## src/rtl/ysyx_23060332_ifu_pkg.sv

```systemverilog
// Shared constants for the fetch/decode front end: bus widths, reset PC,
// the NOP/EBREAK encodings and the IFU state encoding.
package ysyx_23060332_ifu_pkg;

    localparam int          INST_BUS_W      = 32;
    localparam int          INST_ADDR_BUS_W = 32;
    localparam logic [31:0] IFU_RESET_PC    = 32'h8000_0000;
    localparam logic [31:0] INST_NOP        = 32'h0000_0013;
    localparam logic [31:0] INST_EBREAK     = 32'h0010_0073;

    typedef enum logic [1:0] {
        ST_REQ  = 2'd0,
        ST_WAIT = 2'd1,
        ST_HOLD = 2'd2,
        ST_ERR  = 2'd3
    } ifu_state_e;

endpackage

```

## src/rtl/ysyx_23060332_ifu_if.sv

```systemverilog
// Instruction-memory read port: a request channel (address) and a response
// channel (data + error), each with its own valid/ready pair.
interface ysyx_23060332_ifu_if #(
    parameter int ADDR_W = 32,
    parameter int INST_W = 32
) ();
    logic              imem_req_valid;
    logic              imem_req_ready;
    logic [ADDR_W-1:0] imem_req_addr;
    logic              imem_rsp_valid;
    logic              imem_rsp_ready;
    logic [INST_W-1:0] imem_rsp_data;
    logic              imem_rsp_err;

    modport master (
        output imem_req_valid, imem_req_addr, imem_rsp_ready,
        input  imem_req_ready, imem_rsp_valid, imem_rsp_data, imem_rsp_err
    );

    modport slave (
        input  imem_req_valid, imem_req_addr, imem_rsp_ready,
        output imem_req_ready, imem_rsp_valid, imem_rsp_data, imem_rsp_err
    );
endinterface

```

## src/rtl/ysyx_23060332_pc_reg.sv

```systemverilog
// Program counter with redirect/sequential next-PC selection and a
// word-alignment check on the redirect target.
module ysyx_23060332_pc_reg
    import ysyx_23060332_ifu_pkg::*;
#(
    parameter int                ADDR_W   = INST_ADDR_BUS_W,
    parameter logic [ADDR_W-1:0] RESET_PC = ADDR_W'(IFU_RESET_PC)
) (
    input  logic              clk,
    input  logic              rst_n,
    input  logic              i_redirect_valid,
    input  logic [ADDR_W-1:0] i_redirect_pc,
    input  logic              i_advance,
    output logic [ADDR_W-1:0] o_pc,
    output logic              o_misaligned
);
    logic [ADDR_W-1:0] r_pc;
    logic [ADDR_W-1:0] w_pc_next;

    // A redirect always beats the sequential step; pc+4 wraps naturally.
    always_comb begin
        w_pc_next = r_pc;
        if (i_redirect_valid) begin
            w_pc_next = i_redirect_pc;
        end else if (i_advance) begin
            w_pc_next = r_pc + ADDR_W'(4);
        end
    end

    always_ff @(posedge clk or negedge rst_n) begin
        if (!rst_n) begin
            r_pc <= RESET_PC;
        end else begin
            r_pc <= w_pc_next;
        end
    end

    assign o_pc         = r_pc;
    assign o_misaligned = i_redirect_valid && (i_redirect_pc[1:0] != 2'b00);
endmodule

```

## src/rtl/ysyx_23060332_ifu.sv

```systemverilog
// Instruction fetch unit: one outstanding imem read at a time, holds the
// fetched word toward decode until accepted, squashes fetches on redirect.
module ysyx_23060332_ifu
    import ysyx_23060332_ifu_pkg::*;
#(
    parameter int                ADDR_W   = INST_ADDR_BUS_W,
    parameter int                INST_W   = INST_BUS_W,
    parameter logic [ADDR_W-1:0] RESET_PC = ADDR_W'(IFU_RESET_PC)
) (
    input  logic                       clk,
    input  logic                       rst_n,
    ysyx_23060332_ifu_if.master        imem,
    output logic [INST_W-1:0]          inst_o,
    output logic [ADDR_W-1:0]          inst_addr_o,
    output logic                       inst_valid_o,
    input  logic                       inst_ready_i,
    input  logic                       redirect_valid_i,
    input  logic [ADDR_W-1:0]          redirect_pc_i,
    output logic                       fetch_err_o
);
    ifu_state_e        r_state, w_state_next;
    logic              r_drop, w_drop_next;
    logic              r_err_pend, w_err_pend_next;
    logic              r_fetch_err, w_fetch_err_next;
    logic [INST_W-1:0] r_inst;
    logic [ADDR_W-1:0] r_inst_addr;
    logic              w_latch;
    logic [ADDR_W-1:0] w_pc;
    logic              w_misaligned;
    logic              w_req_fire;
    logic              w_rsp_fire;
    logic              w_accept;
    logic [INST_W-1:0] w_rsp_word;

    assign w_req_fire = (r_state == ST_REQ)  && imem.imem_req_ready;
    assign w_rsp_fire = (r_state == ST_WAIT) && imem.imem_rsp_valid;
    assign w_accept   = (r_state == ST_HOLD) && inst_ready_i;
    assign w_rsp_word = imem.imem_rsp_err ? INST_W'(INST_EBREAK) : imem.imem_rsp_data;

    ysyx_23060332_pc_reg #(
        .ADDR_W   (ADDR_W),
        .RESET_PC (RESET_PC)
    ) u_pc_reg (
        .clk              (clk),
        .rst_n            (rst_n),
        .i_redirect_valid (redirect_valid_i),
        .i_redirect_pc    (redirect_pc_i),
        .i_advance        (w_accept),
        .o_pc             (w_pc),
        .o_misaligned     (w_misaligned)
    );

    // Next-state logic. A misaligned redirect seen while a read is in flight
    // is remembered in r_err_pend and only takes effect once that read drains.
    always_comb begin
        w_state_next     = r_state;
        w_drop_next      = r_drop;
        w_err_pend_next  = r_err_pend;
        w_fetch_err_next = r_fetch_err;
        w_latch          = 1'b0;
        case (r_state)
            ST_REQ: begin
                if (w_req_fire) begin
                    w_state_next = ST_WAIT;
                    if (redirect_valid_i) begin
                        w_drop_next     = 1'b1;
                        w_err_pend_next = w_misaligned;
                    end
                end else if (w_misaligned) begin
                    w_state_next     = ST_ERR;
                    w_fetch_err_next = 1'b1;
                end
            end
            ST_WAIT: begin
                if (w_rsp_fire) begin
                    w_drop_next     = 1'b0;
                    w_err_pend_next = 1'b0;
                    if (redirect_valid_i) begin
                        w_state_next     = w_misaligned ? ST_ERR : ST_REQ;
                        w_fetch_err_next = w_misaligned;
                    end else if (r_drop) begin
                        w_state_next     = r_err_pend ? ST_ERR : ST_REQ;
                        w_fetch_err_next = r_err_pend;
                    end else begin
                        w_state_next = ST_HOLD;
                        w_latch      = 1'b1;
                    end
                end else if (redirect_valid_i) begin
                    w_drop_next     = 1'b1;
                    w_err_pend_next = w_misaligned;
                end
            end
            ST_HOLD: begin
                if (redirect_valid_i) begin
                    w_state_next     = w_misaligned ? ST_ERR : ST_REQ;
                    w_fetch_err_next = w_misaligned;
                end else if (inst_ready_i) begin
                    w_state_next = ST_REQ;
                end
            end
            ST_ERR: begin
                if (redirect_valid_i && !w_misaligned) begin
                    w_state_next     = ST_REQ;
                    w_fetch_err_next = 1'b0;
                end
            end
            default: w_state_next = ST_REQ;
        endcase
    end

    always_ff @(posedge clk or negedge rst_n) begin
        if (!rst_n) begin
            r_state     <= ST_REQ;
            r_drop      <= 1'b0;
            r_err_pend  <= 1'b0;
            r_fetch_err <= 1'b0;
            r_inst      <= INST_W'(INST_NOP);
            r_inst_addr <= '0;
        end else begin
            r_state     <= w_state_next;
            r_drop      <= w_drop_next;
            r_err_pend  <= w_err_pend_next;
            r_fetch_err <= w_fetch_err_next;
            if (w_latch) begin
                r_inst      <= w_rsp_word;
                r_inst_addr <= w_pc;
            end
        end
    end

    // Gated by rst_n so the bus sees no request while reset is held.
    assign imem.imem_req_valid = (r_state == ST_REQ) && rst_n;
    assign imem.imem_req_addr  = w_pc;
    assign imem.imem_rsp_ready = (r_state == ST_WAIT);
    assign inst_o              = r_inst;
    assign inst_addr_o         = r_inst_addr;
    assign inst_valid_o        = (r_state == ST_HOLD);
    assign fetch_err_o         = r_fetch_err;
endmodule

```

## src/flat_wrapper.sv

```systemverilog
// flat-port wrapper written by rule: the top's interface ports become plain ports
module ysyx_23060332_ifu_flat import ysyx_23060332_ifu_pkg::*;
#(
    parameter int                ADDR_W   = INST_ADDR_BUS_W,
    parameter int                INST_W   = INST_BUS_W,
    parameter logic [ADDR_W-1:0] RESET_PC = ADDR_W'(IFU_RESET_PC)
)
  (clk, rst_n, inst_o, inst_addr_o, inst_valid_o, inst_ready_i, redirect_valid_i, redirect_pc_i, fetch_err_o, imem_imem_req_valid, imem_imem_req_addr, imem_imem_rsp_ready, imem_imem_req_ready, imem_imem_rsp_valid, imem_imem_rsp_data, imem_imem_rsp_err);
  ysyx_23060332_ifu_if #(.ADDR_W(ADDR_W), .INST_W(INST_W)) imem_i ();
  input  logic clk;
  input  logic rst_n;
  output logic [INST_W-1:0] inst_o;
  output logic [ADDR_W-1:0] inst_addr_o;
  output logic inst_valid_o;
  input  logic inst_ready_i;
  input  logic redirect_valid_i;
  input  logic [ADDR_W-1:0] redirect_pc_i;
  output logic fetch_err_o;
  output wire logic [$bits(imem_i.imem_req_valid)-1:0] imem_imem_req_valid;
  output wire logic [$bits(imem_i.imem_req_addr)-1:0] imem_imem_req_addr;
  output wire logic [$bits(imem_i.imem_rsp_ready)-1:0] imem_imem_rsp_ready;
  input wire logic [$bits(imem_i.imem_req_ready)-1:0] imem_imem_req_ready;
  input wire logic [$bits(imem_i.imem_rsp_valid)-1:0] imem_imem_rsp_valid;
  input wire logic [$bits(imem_i.imem_rsp_data)-1:0] imem_imem_rsp_data;
  input wire logic [$bits(imem_i.imem_rsp_err)-1:0] imem_imem_rsp_err;
  assign imem_imem_req_valid = imem_i.imem_req_valid;
  assign imem_imem_req_addr = imem_i.imem_req_addr;
  assign imem_imem_rsp_ready = imem_i.imem_rsp_ready;
  assign imem_i.imem_req_ready = imem_imem_req_ready;
  assign imem_i.imem_rsp_valid = imem_imem_rsp_valid;
  assign imem_i.imem_rsp_data = imem_imem_rsp_data;
  assign imem_i.imem_rsp_err = imem_imem_rsp_err;
  ysyx_23060332_ifu #(.ADDR_W(ADDR_W), .INST_W(INST_W), .RESET_PC(RESET_PC)) u_core (.clk(clk), .rst_n(rst_n), .imem(imem_i), .inst_o(inst_o), .inst_addr_o(inst_addr_o), .inst_valid_o(inst_valid_o), .inst_ready_i(inst_ready_i), .redirect_valid_i(redirect_valid_i), .redirect_pc_i(redirect_pc_i), .fetch_err_o(fetch_err_o));
endmodule
```

## config.mk

```make
export PLATFORM = sky130hd
export DESIGN_NAME = ysyx_23060332_ifu_flat
export DESIGN_NICKNAME = d
export VERILOG_FILES = /design/src/rtl/ysyx_23060332_ifu_pkg.sv /design/src/rtl/ysyx_23060332_ifu_if.sv /design/src/rtl/ysyx_23060332_pc_reg.sv /design/src/rtl/ysyx_23060332_ifu.sv /design/src/flat_wrapper.sv
export SDC_FILE = /design/constraint.sdc
export NUM_CORES = 1
export LEC_CHECK = 0
export ABC_AREA = 1
export BUFFER_PORTS_ARGS = -buffer_cell sky130_fd_sc_hd__buf_2
export CORE_MARGIN = 2
export CORE_UTILIZATION = 40
export CTS_CLUSTER_SIZE = 12
export DETAILED_ROUTE_END_ITERATION = 10
export PLACE_DENSITY_LB_ADDON = 0.05
export SKIP_LAST_GASP = 1
export SYNTH_ARGS = -nofsm -noshare
export SYNTH_HDL_FRONTEND = slang
export SYNTH_SLANG_ARGS = --single-unit
```

## constraint.sdc

```tcl
create_clock -name clk -period 1.7 [get_ports clk]
set_input_delay 0.17 -clock clk [delete_from_list [all_inputs] [get_ports clk]]
set_output_delay 0.17 -clock clk [all_outputs]
set_load 0.05 [all_outputs]
```

; Word level (Yosys, flattened, before mapping)
; Cells that the tools add are included.
[word_totals]
reg_bits = 101
out_inout_bits = 100
wordCells = 68
[classes]
eq_ne = 12
n_mux = 34
add_sub_neg = 1
reduce_logical = 14
[op_table]
columns = operator, n
row1 = $mux 32, 3
row2 = $add 32x3->32 const B, 1
row3 = $mux 2, 10
row4 = $mux 1, 17
row5 = $ne 2x1->1 const B, 5
row6 = $pmux 2 s4, 1
row7 = $logic_and 1x1->1, 6
row8 = $ne 3x1->1 const B, 2
row9 = $reduce_and 6->1, 1
row10 = $reduce_bool 2->1, 3
row11 = $eq 2x2->1 const B, 2
row12 = $pmux 1 s2, 2
row13 = $pmux 1 s4, 1
row14 = $reduce_and 4->1, 1
row15 = $ne 3x2->1 const B, 1
row16 = $eq 2x1->1 const B, 1
row17 = $logic_not 2->1, 1
row18 = $ne 2x2->1 const B, 1
row19 = $reduce_and 2->1, 1
row20 = $logic_not 1->1, 1

; Depth between registers and ports, before layout
[depth]
ltp_word = 6
mapped_depth = 10

; Cells and area by module
; A second synthesis with hierarchy kept.
[unflattened]
cells_unflattened = 674
hier_area_um2 = 5167.5
[by_module_without_submodules]
columns = module, seq_area_each_um2, instances, area_per_inst_um2, cells_each
row1 = ysyx_23060332_ifu, 1730.4, 1, 2959.1, 354
row2 = ysyx_23060332_pc_reg, 802.0, 1, 2208.4, 320

; Worst setup path after synthesis
; Ideal clock, no wire load.
[synth_path]
path_type = register to register
startpoint = register u_core.u_pc_reg.r_pc[3] (netlist: u_core.u_pc_reg.o_pc[3])
endpoint = register u_core.u_pc_reg.r_pc[26] (netlist: u_core.u_pc_reg.o_pc[26])
arrival_ns = 1.770
path_buffers = 0
stages_incl_launch_ff = 9
setup_ns = 0.126
slack_ns = -0.196
period_less_slack_ns = 1.896
path_cell_list = dfrtp_1 > ha_1 > nand2_1 > nor2_1 > nand2_1 > nor2_2 > nand3_1 > nand3_1 > nand3_1
[synth_via]
elab_chain_len = 3
[synth_lines]
columns = item, line
row1 = from (decl), ysyx_23060332_pc_reg.sv:17  ; logic [ADDR_W-1:0] r_pc;
row2 = from (signal assigned), ysyx_23060332_pc_reg.sv:34  ; r_pc <= w_pc_next;
row3 = $add 32x3->32, ysyx_23060332_pc_reg.sv:26  ; w_pc_next = r_pc + ADDR_W'(4);
row4 = $mux 32, ysyx_23060332_pc_reg.sv:25  ; end else if (i_advance) begin
row5 = $mux 32, ysyx_23060332_pc_reg.sv:23  ; if (i_redirect_valid) begin
; Every way passes these cells. The select of a mux whose other input is x is not followed.
; A chain may end at the register's enable or synchronous reset.

; Final worst setup path
[layout_path]
startpoint = register u_core.r_state[1]
endpoint = output port imem_imem_req_valid
[layout_via]
elab_chain_len = 2
[layout_lines]
columns = item, line
row1 = from (decl), ysyx_23060332_ifu.sv:21  ; ifu_state_e r_state, w_state_next;
row2 = from (signal assigned), ysyx_23060332_ifu.sv:120  ; r_state <= w_state_next;
row3 = $logic_not 2->1, ysyx_23060332_ifu.sv:132  ; assign imem.imem_req_valid = (r_state == ST_REQ) && rst_n;
row4 = $logic_and 1x1->1, ysyx_23060332_ifu.sv:132
row5 = to (decl), flat_wrapper.sv:19  ; output wire logic [$bits(imem_i.imem_req_valid)-1:0] imem_imem_req_valid;
; Every way passes these cells.

==> impl_metrics.ini <==
[power]
seqPwrFrac = 0.324
power.density_nw_per_um2 = 1860
sw_frac_of_total = 0.508
leakage_nw = 3.39
p_int_mw = 5.86
ir_worst_vdd_mv = 0.824
pwr-share-comb = 0.500
pwr-share-clk = 0.175
p_sw_mw = 6.06

[worst_setup_path]
cp.buffers_inverters = 3
crit_family = buffers and inverters
critPathLaunchType = flip-flop
critPathKind = reg -> out
worstPathRequired_ns = 1.53
r2r-end = u_core.inst_o[4]
cpMostUsedCell = buf_4
path_cells = buf_4 > nor2_2 > inv_1 > nor2_1 > buf_4
cp_max_fo = 5
r2r_cells = 7
r2r_slack_ns = 0.14
worstPathArrival_ns = 1.42
max_stage_delay_ns = 0.40
critPathCaptureType = primary output
crit_slowest_cell = dfrtp_1
reg2reg_from = u_core.r_state[0]

[final_layout]
multi_input_area_um2 = 2120
sequential_cell_area_um2 = 2540
drive_gt1_frac = 0.289
syn2layout_area_growth_pct = 28.7
fillers = 1215
fin_nets = 884
final_util = 0.530
n_antenna_cell = 0
fin_cells = 984
mostFrequentLayoutCells = nand2_1, buf_2, dfrtp_1
final_common_cell = nand2_1

[yosys]
yosys.area.top_type_share = 0.489
syn_nets = 710
synth_top_area_cell = dfrtp_1
synth_seq_area_share = 0.510
yosysWarnings = 0
synth.mux.area_fraction = 0
synth_top_cells_by_area = dfrtp_1, nand2_1, nand3_1
synth_top_family_by_area = simple AND/OR/NAND/NOR gates
syn_area_um2 = 4970
synth-simple-area-share = 0.319
ys_types = 36
async_flop_share = 1.00
synth-edff-count = 0
synth.avg_cell_area_um2 = 7.79
synth_compound_area_frac = 0.0891
synthXorXnorAreaFrac = 0.00881
synth_fa_ha_area_frac = 0.00252
synth_ff_type = dfrtp_1
ys_ff_latch = 101
syn_inst = 638

[route]
routed_via_density = 4.82
first_pass_iters = 4
first_iter_violations = 304
wirelength_um = 13900
vias = 4743
ant_nets = 0
routedWlPerCell_um = 14.2
route.detailed.drc = 0

[global_routing]
grt_pass1_vias = 4432
antenna_found_initial = 0
grt-ovfl-total = 0
grt_pass1_wl_um = 22300
grt_usage = 0.216
grt_max_degree = 102

[timing]
hold_slack_ns = 0.0204
period_needed_ns = 1.59
rsz0062_at_grt = yes
hold_violations = 0
setup_viol = 0
skew_ns = 0.00513
fin_crit_sh = 0.933
max_freq_mhz = 631
worstMarginPinSlew_ns = 0.558
relSlewSlack = 0.628
slew_viol_final = 0
fin_tns_setup_ns = 0

[floorplan]
die_area_um2 = 13300
design.core.area_um2 = 12100
fp.dieW_um = 115
floorplan.initialDensity = 0.412
rows = 40
ios = 171
die_height_um = 115

[placed_design]
io_buffer_count = 170
dp_cells = 968
gp_congestion = 0.870
dp.final_hpwl_um = 10400

[clock_network]
cts_buffers = 9
cts_max_path_buffers = 2
cts_sinks = 101
h-tree-depth = 3
clkTransAtPathRegs_ns = 0.07
cts-root-buf = clkbuf_16
insertion_delay_ns = 0.34
cts_tree = built

[run_status]
status = completed

[run]
drv_cap = 0

[hold_path]
hp-class = in -> reg
whs_path_depth = 2
holdPathEnd = u_core.r_drop
min_from = imem_imem_rsp_valid
-- worst register-to-register path, delay by kind of cell, from the launching register on --
kind,cells,cell delay (ns)
buf+inv,2,0.46
simple gates,4,0.44
flops,1,0.43
compound gates,1,0.18
-- area by class of cell --
| type | instances | area share |
|---|---|---|
| sequential | 101 | 0.397 |
| inverter | 51 | 0.0315 |
| multi-input combinational | 462 | 0.332 |
| timing repair buffer | 187 | 0.160 |
| clock inverter | 3 | 0.00704 |
| tap | 168 | 0.0329 |
| clock buffer | 12 | 0.0401 |
-- cells by family (layout without fill, tap and decap cells) --
family	count (synthesis)	in the layout
adders and majority gates	1	1
AOI/OAI and AO/OA	77	77
and+or+nand+nor	379	379
xor gates and xnor gates	5	5
DFF	101	101
buffers and inverters	75	253
-- through the flow --
| stage | cell area [µm²] | worst slack (ns) | power (mW) |
|---|---|---|---|
| finish | 6400 | 0.114 | 11.9 |
| global route | 6400 | -0.0131 | 12.7 |
| CTS | 6350 | 0.00539 | 12.0 |
| detailed placement | 6040 | 0.0231 | 9.90 |
| global placement | 6040 | 0.0675 | 9.83 |
| floorplan | 4970 | -0.0280 | 8.34 |
-- per-layer routing --
layer  share of wire  vias up  track usage
li1                -     2399            -
met1            0.48     2200        0.313
met2            0.45      136        0.327
met3           0.058        8       0.0486
met4           0.010        0       0.0562
met5               0        -            0
-- repair_timing --
item,CTS,global route
setup endpoints to repair,1,23
hold buffers,1,0
gates resized for setup,1,13
setup buffers,0,0
hold endpoints to repair,97,0
-- how the worst max path moves through the flow --
stage                                 start  cells past startpoint  slack, ns                       end
floorplan           u_core.u_pc_reg.o_pc[3]                      8      -0.03  u_core.u_pc_reg.o_pc[26]
global placement    u_core.u_pc_reg.o_pc[2]                      8       0.07  u_core.u_pc_reg.o_pc[21]
detailed placement  u_core.u_pc_reg.o_pc[3]                      8       0.02  u_core.u_pc_reg.o_pc[26]
CTS                 u_core.u_pc_reg.o_pc[2]                      8      0.005  u_core.u_pc_reg.o_pc[26]
global route              u_core.r_state[0]                      7      -0.01          u_core.inst_o[1]
finish                    u_core.r_state[1]                      5       0.11       imem_imem_req_valid
-- power groups by stage --
stage | Combinational (mW) | Sequential, mW | Clock [mW]
floorplan | 1.58 | 6.76 | 0
global placement | 5.95 | 3.88 | 0
detailed placement | 5.98 | 3.91 | 0
CTS | 6.01 | 3.87 | 2.17
global route | 6.40 | 3.99 | 2.28
finish | 5.96 | 3.87 | 2.09
-- flip-flops by register name, indices dropped and copies added (netlist names) --
register              count
u_core.fetch_err_o        1
u_core.inst_o            32
u_core.r_state            2
u_core.r_err_pend         1
u_core.inst_addr_o       32
u_core.u_pc_reg.o_pc     32
u_core.r_drop             1
-- cell usage after synthesis (all sizes together) (3+ instances only) --
cell and count:
nand2 237, buf 18, o211ai 11, nand3 74, nor3 4, xor2 4
dfrtp 97, nand4 3, inv 49, nor2 61, clkbuf 6, dfstp 4
o21ai 49, a21oi 11
No activity file was read; power rests on OpenSTA's default activity.
